==> src/rtl/soc_bus_pkg.sv <==
// soc_bus_pkg: shared FSM state encoding and default bus parameters
package soc_bus_pkg;
  typedef enum logic [1:0] {
    ST_IDLE = 2'd0,
    ST_WAIT = 2'd1,
    ST_RESP = 2'd2
  } state_t;
  localparam int DEF_ADDR_W  = 32;
  localparam int DEF_DATA_W  = 32;
  localparam int DEF_N_SLV   = 4;
  localparam int DEF_TIMEOUT = 255;
endpackage

==> src/rtl/mmio_decode.sv <==
// mmio_decode: address to one-hot slave select, lowest matching index wins
module mmio_decode #(
  parameter int                        ADDR_W   = 32,
  parameter int                        N_SLV    = 4,
  parameter logic [N_SLV*ADDR_W-1:0]   SLV_BASE = '0,
  parameter logic [N_SLV*ADDR_W-1:0]   SLV_MASK = '0
) (
  input  logic [ADDR_W-1:0] i_addr,
  output logic [N_SLV-1:0]  o_sel,
  output logic              o_hit
);
  // scan high to low so the lowest matching region overwrites the rest
  always_comb begin
    o_sel = '0;
    for (int i = N_SLV - 1; i >= 0; i--)
      if ((i_addr & SLV_MASK[i*ADDR_W +: ADDR_W]) == SLV_BASE[i*ADDR_W +: ADDR_W]) begin
        o_sel    = '0;
        o_sel[i] = 1'b1;
      end
    o_hit = |o_sel;
  end
endmodule

==> src/rtl/mmio_bus.sv <==
// mmio_bus: single-master MMIO interconnect with address decode; MMIO_BUS_TIMEOUT_EN enables the slave ack timeout
module mmio_bus import soc_bus_pkg::*; #(
  parameter int                        ADDR_W   = DEF_ADDR_W,
  parameter int                        DATA_W   = DEF_DATA_W,
  parameter int                        N_SLV    = DEF_N_SLV,
  parameter logic [N_SLV*ADDR_W-1:0]   SLV_BASE = '0,
  parameter logic [N_SLV*ADDR_W-1:0]   SLV_MASK = '0,
  parameter int                        TIMEOUT  = DEF_TIMEOUT,
  localparam int                       BE_W     = DATA_W / 8
) (
  input  logic                    clk,
  input  logic                    RST,
  input  logic                    m_req,
  input  logic                    m_we,
  input  logic [BE_W-1:0]         m_be,
  input  logic [ADDR_W-1:0]       m_addr,
  input  logic [DATA_W-1:0]       m_wdata,
  output logic [DATA_W-1:0]       m_rdata,
  output logic                    m_ack,
  output logic                    m_err,
  output logic [N_SLV-1:0]        s_req,
  output logic                    s_we,
  output logic [BE_W-1:0]         s_be,
  output logic [ADDR_W-1:0]       s_addr,
  output logic [DATA_W-1:0]       s_wdata,
  input  logic [N_SLV*DATA_W-1:0] s_rdata,
  input  logic [N_SLV-1:0]        s_ack
);
  state_t              r_state, w_next;
  logic                r_we, r_err;
  logic [BE_W-1:0]     r_be;
  logic [ADDR_W-1:0]   r_addr;
  logic [DATA_W-1:0]   r_wdata, r_rdata, w_rdata;
  logic [N_SLV-1:0]    r_sel, w_sel;
  logic                w_hit, w_ack, w_tmo, w_accept;
  mmio_decode #(
    .ADDR_W  (ADDR_W),
    .N_SLV   (N_SLV),
    .SLV_BASE(SLV_BASE),
    .SLV_MASK(SLV_MASK)
  ) u_decode (
    .i_addr(m_addr),
    .o_sel (w_sel),
    .o_hit (w_hit)
  );
`ifdef MMIO_BUS_TIMEOUT_EN
  localparam logic [7:0] TMO_LAST = 8'(TIMEOUT - 1);
  logic [7:0] r_cnt;
  // count WAIT cycles; zero whenever outside WAIT so entry starts from zero
  always_ff @(posedge clk or posedge RST)
    if (RST) r_cnt <= '0;
    else     r_cnt <= (r_state == ST_WAIT) ? r_cnt + 8'd1 : '0;
  assign w_tmo = (r_state == ST_WAIT) && (r_cnt == TMO_LAST);
`else
  assign w_tmo = 1'b0;
`endif
  assign w_accept = (r_state == ST_IDLE) && m_req;
  assign w_ack    = |(s_ack & r_sel);
  // select the read data of the addressed slave only
  always_comb begin
    w_rdata = '0;
    for (int i = 0; i < N_SLV; i++)
      w_rdata = w_rdata | (r_sel[i] ? s_rdata[i*DATA_W +: DATA_W] : '0);
  end
  // next-state logic
  always_comb begin
    w_next = r_state;
    w_next = (r_state == ST_IDLE) ? (m_req ? (w_hit ? ST_WAIT : ST_RESP) : ST_IDLE) :
             (r_state == ST_WAIT) ? ((w_ack || w_tmo) ? ST_RESP : ST_WAIT) : ST_IDLE;
  end
  // state register, request latch and response capture
  always_ff @(posedge clk or posedge RST)
    if (RST) begin
      r_state <= ST_IDLE;
      r_we    <= 1'b0;
      r_be    <= '0;
      r_addr  <= '0;
      r_wdata <= '0;
      r_sel   <= '0;
      r_rdata <= '0;
      r_err   <= 1'b0;
    end else begin
      r_state <= w_next;
      if (w_accept) begin
        r_we    <= m_we;
        r_be    <= m_be;
        r_addr  <= m_addr;
        r_wdata <= m_wdata;
        r_sel   <= w_sel;
        if (!w_hit) begin
          r_rdata <= '0;
          r_err   <= 1'b1;
        end
      end
      if (r_state == ST_WAIT && w_ack) begin
        r_rdata <= r_we ? '0 : w_rdata;
        r_err   <= 1'b0;
      end else if (w_tmo) begin
        r_rdata <= '0;
        r_err   <= 1'b1;
      end
    end
  assign s_req   = (r_state == ST_WAIT) ? r_sel : '0;
  assign s_we    = r_we;
  assign s_be    = r_be;
  assign s_addr  = r_addr;
  assign s_wdata = r_wdata;
  assign m_ack   = (r_state == ST_RESP);
  assign m_rdata = r_rdata;
  assign m_err   = r_err;
endmodule

==> config.mk <==
export PLATFORM = sky130hd
export DESIGN_NAME = mmio_bus
export DESIGN_NICKNAME = d
export VERILOG_FILES = /design/src/rtl/soc_bus_pkg.sv /design/src/rtl/mmio_decode.sv /design/src/rtl/mmio_bus.sv
export SDC_FILE = /design/constraint.sdc
export NUM_CORES = 1
export LEC_CHECK = 0
export CAP_MARGIN = 5
export CELL_PAD_IN_SITES_DETAIL_PLACEMENT = 1
export CELL_PAD_IN_SITES_GLOBAL_PLACEMENT = 1
export CORE_MARGIN = 3
export CORE_UTILIZATION = 26
export DETAILED_ROUTE_END_ITERATION = 10
export PLACE_DENSITY = 0.83
export RECOVER_POWER = 50
export SLEW_MARGIN = 20
export SYNTH_ARGS = -nofsm -noshare
export SYNTH_HDL_FRONTEND = slang
export SYNTH_SLANG_ARGS = --single-unit
==> constraint.sdc <==
create_clock -name clk -period 4.2 [get_ports clk]
set_clock_uncertainty 0.1 [all_clocks]
set_input_delay 0.84 -clock clk [delete_from_list [all_inputs] [get_ports clk]]
set_output_delay 0.84 -clock clk [all_outputs]
set_load 0.01 [all_outputs]
==> results.tsv <==
stage	metric	value	unit
sta	RSZ-0062 raised after global routing	no	
cts	clock tree sinks	104	
cts	H-tree depth	3	
sta	Final Cycle Share	69.6	%
cts	CTS tree	done	
yosys	Post-synth EDFFs	0	
global_route	GRT Overall Usage	13.9	%
worst_setup_path	worst setup path startpoint	s_we	
worst_hold_path	Hold Path Depth	1	
floorplanning	Initial Utilization	26.7	%
sta	final hold violations	0	
global_route	GRT overflow	0	
sta	Hold WS	385	ps
worst_setup_path	CP Max Fanout	34	
sta	Rel. slew slack	37.6	%
worst_hold_path	worst hold start	s_wdata[7]	
place	dpl cell area	0.00650	mm2
sta	Fmax	342	MHz
yosys	Netlist cell types	17	
worst_setup_path	critical path type	flip-flop to output port	
cts	Clock Path Buffers	2	
yosys	fraction of registers with async set/reset	100	%
worst_setup_path	Reg2Reg Launch Point	r_state[0]	
final_layout	post-route insts no fill	693	
detailed_routing	antenna viol nets, final	0	
final_layout	antenna diode count	0	
yosys	share of the synthesized area in the top cell type	60.9	%
worst_setup_path	slowest CP cell	dfrtp_1	
global_route	initial antenna violation count	0	
worst_setup_path	Worst Reg-to-Reg Cells	3	
cts	insertion delay to the later sink of the worst-skew pair	340	ps
yosys	Syn Inst Count	268	
final_layout	layout cell share with drive strength beyond 1	24.5	%
sta	fin crit period	2920	ps
floorplanning	IO Count	311	
detailed_routing	# DRC	0	
worst_setup_path	worst endpoint required time	3260	ps
run	Max-Cap Viols	0	
yosys	top cell type by total area after synthesis	dfrtp_1	
final_layout	area grow syn2layout	59.2	%
worst_setup_path	worst-path cell chain	clkdlybuf4s50_1	
cts	TritonCTS Buffers	9	
cts	total setup buffers inserted after CTS	0	
detailed_routing	final wirelength	12300	um
sta	number of setup violations in the final report	0	
worst_setup_path	Critical Path Sink Type	output port	
worst_setup_path	CP Data Arrival Time	1980	ps
yosys	cell with the most instances after synthesis	dfrtp_1	
yosys	Yosys Warn Count	0	
global_route	vias in the first global route	3462	
detailed_routing	DR pass1 iterations	4	
worst_setup_path	Startpoint Class	flip-flop	
worst_setup_path	Critical R2R Capture	s_wdata[20]	
global_route	first-pass GRT wire length	19600	um
cts	post_cts resized	0	
global_route	largest net degree at the start of global routing	105	
sta	pins over their slew limit	0	
yosys	flops & latches, synth	104	
detailed_routing	WL/cell	17.8	um
place	IO Port Bufs	207	
worst_setup_path	CP top delay family	flip-flops	
floorplanning	Core Area	0.0160	mm2
worst_hold_path	WHS Endpoint	s_wdata[7]	
floorplanning	num rows	46	
yosys	mean instance size in the synthesized netlist	15.9	um2
pwr	Pwr per Cell Area	689	mW/mm2
worst_hold_path	Hold Path Class	flip-flop to flip-flop	
floorplanning	die height	134	um
detailed_routing	Via Count	3000	
place	DP HPWL	9170	um
yosys	synthesized area	0.00427	mm2
floorplanning	die width	134	um
worst_setup_path	slowest stage delay, CP	940	ps
yosys	main flop type after synthesis	dfrtp_1	
cts	Reg clk slew, reported paths	70	ps
status	status	completed	
pwr	maximum VDD drop	0.000263	V
floorplanning	die area	0.0180	mm2
worst_setup_path	CP Buf/Inv Count	1	
yosys	synth cell count leaders	dfrtp_1 (104), mux2_2 (91), and3b_1 (32), buf_6 (9)	
place	GPL Wtd Cong	0.699	
cts	CTS Hold Buffers Added	0	
final_layout	nets	676	
yosys	cells taking the most area after synthesis	dfrtp_1 (61%), mux2_2 (24%), and3b_1 (6.6%)	
detailed_routing	Detailed Route Iter0 Violations	50	
detailed_routing	vias per cell	4.33	
worst_setup_path	R2R setup slack	2110	ps
sta	Setup TNS Final	0	ps
sta	actual slew at the worst max-slew pin	936	ps
cts	clk root buf	clkbuf_16	
place	Placed Cells	677	
final_layout	Post-Layout Inst Area	0.00680	mm2
pwr	P_leak	2.92	nW
yosys	Seq/Total Area, Yosys	60.9	%
power by group:
group | total (W) | switching, W | internal, W
Clock | 0.000847 | 0.000382 | 0.000465
Sequential | 0.00175 | 0.000280 | 0.00147
Combinational | 0.00209 | 0.000781 | 0.00131
Total | 0.00469 | 0.00144 | 0.00324
cell families after synthesis:
group	count (synthesis)	share of synthesized area [%]
buffers and inverters	22	4.04
AOI/OAI and AO/OA	1	0.205
other	1	0.0878
DFF	104	60.9
muxes	101	27.0
and+or+nand+nor	39	7.79
cell usage in the layout, fill, tap and decap left out, drive strengths merged:
cell type,instances
clkdlybuf4s50,157
nor2b,1
buf,4
clkinvlp,4
dlygate4sd3,50
nor3b,1
clkinv,2
or2,1
and3b,32
dfrtp,104
clkbuf,10
nor2,2
nand2,1
bufinv,1
conb,4
a311oi,1
and4b,1
mux2,101
state kept, by name (all words and copies together), names as in the netlist:
name	count
m_rdata	32
s_addr	32
s_wdata	32
s_be	4
r_state	2
r_sel	1
s_we	1
routing by layer:
metal / GRT usage (%) / routed length, um
met4: 5.32 / 217
met3: 4.61 / 918
met5: 0 / 0
met1: 15.2 / 4590
met2: 25.0 / 6600
stage by stage:
stage	util, %	setup slack (ps)	total power, W
2_1_floorplan	-	528	0.00274
3_3_place_gp	40.6	1320	0.00387
3_5_place_dp	40.6	1240	0.00400
4_1_cts	42.5	1110	0.00488
5_1_grt	42.5	1100	0.00498
6_report	42.5	1280	0.00469
how the worst max path moves through the flow:
| stage | to | slack, ps | cells after the start |
|---|---|---|---|
| after detailed placement | s_addr[30] | 1240 | 4 |
| after CTS | s_we | 1110 | 1 |
| final | s_we | 1280 | 1 |
| after global routing | s_we | 1100 | 1 |
| after floorplan | m_rdata[0] | 530 | 1 |
| after global placement | s_be[0] | 1320 | 4 |
area by class of cell:
| class | count | area, um2 |
|---|---|---|
| Fill cell | 1699 | 9200 |
| Sequential cell | 104 | 2600 |
| Timing Repair Buffer | 211 | 2110 |
| Multi-Input combinational cell | 145 | 1510 |
| Tap cell | 216 | 270 |
| Clock buffer | 10 | 229 |
| Clock inverter | 6 | 70.1 |
| Inverter | 1 | 5.00 |
Power figures use the tool's default switching activity.
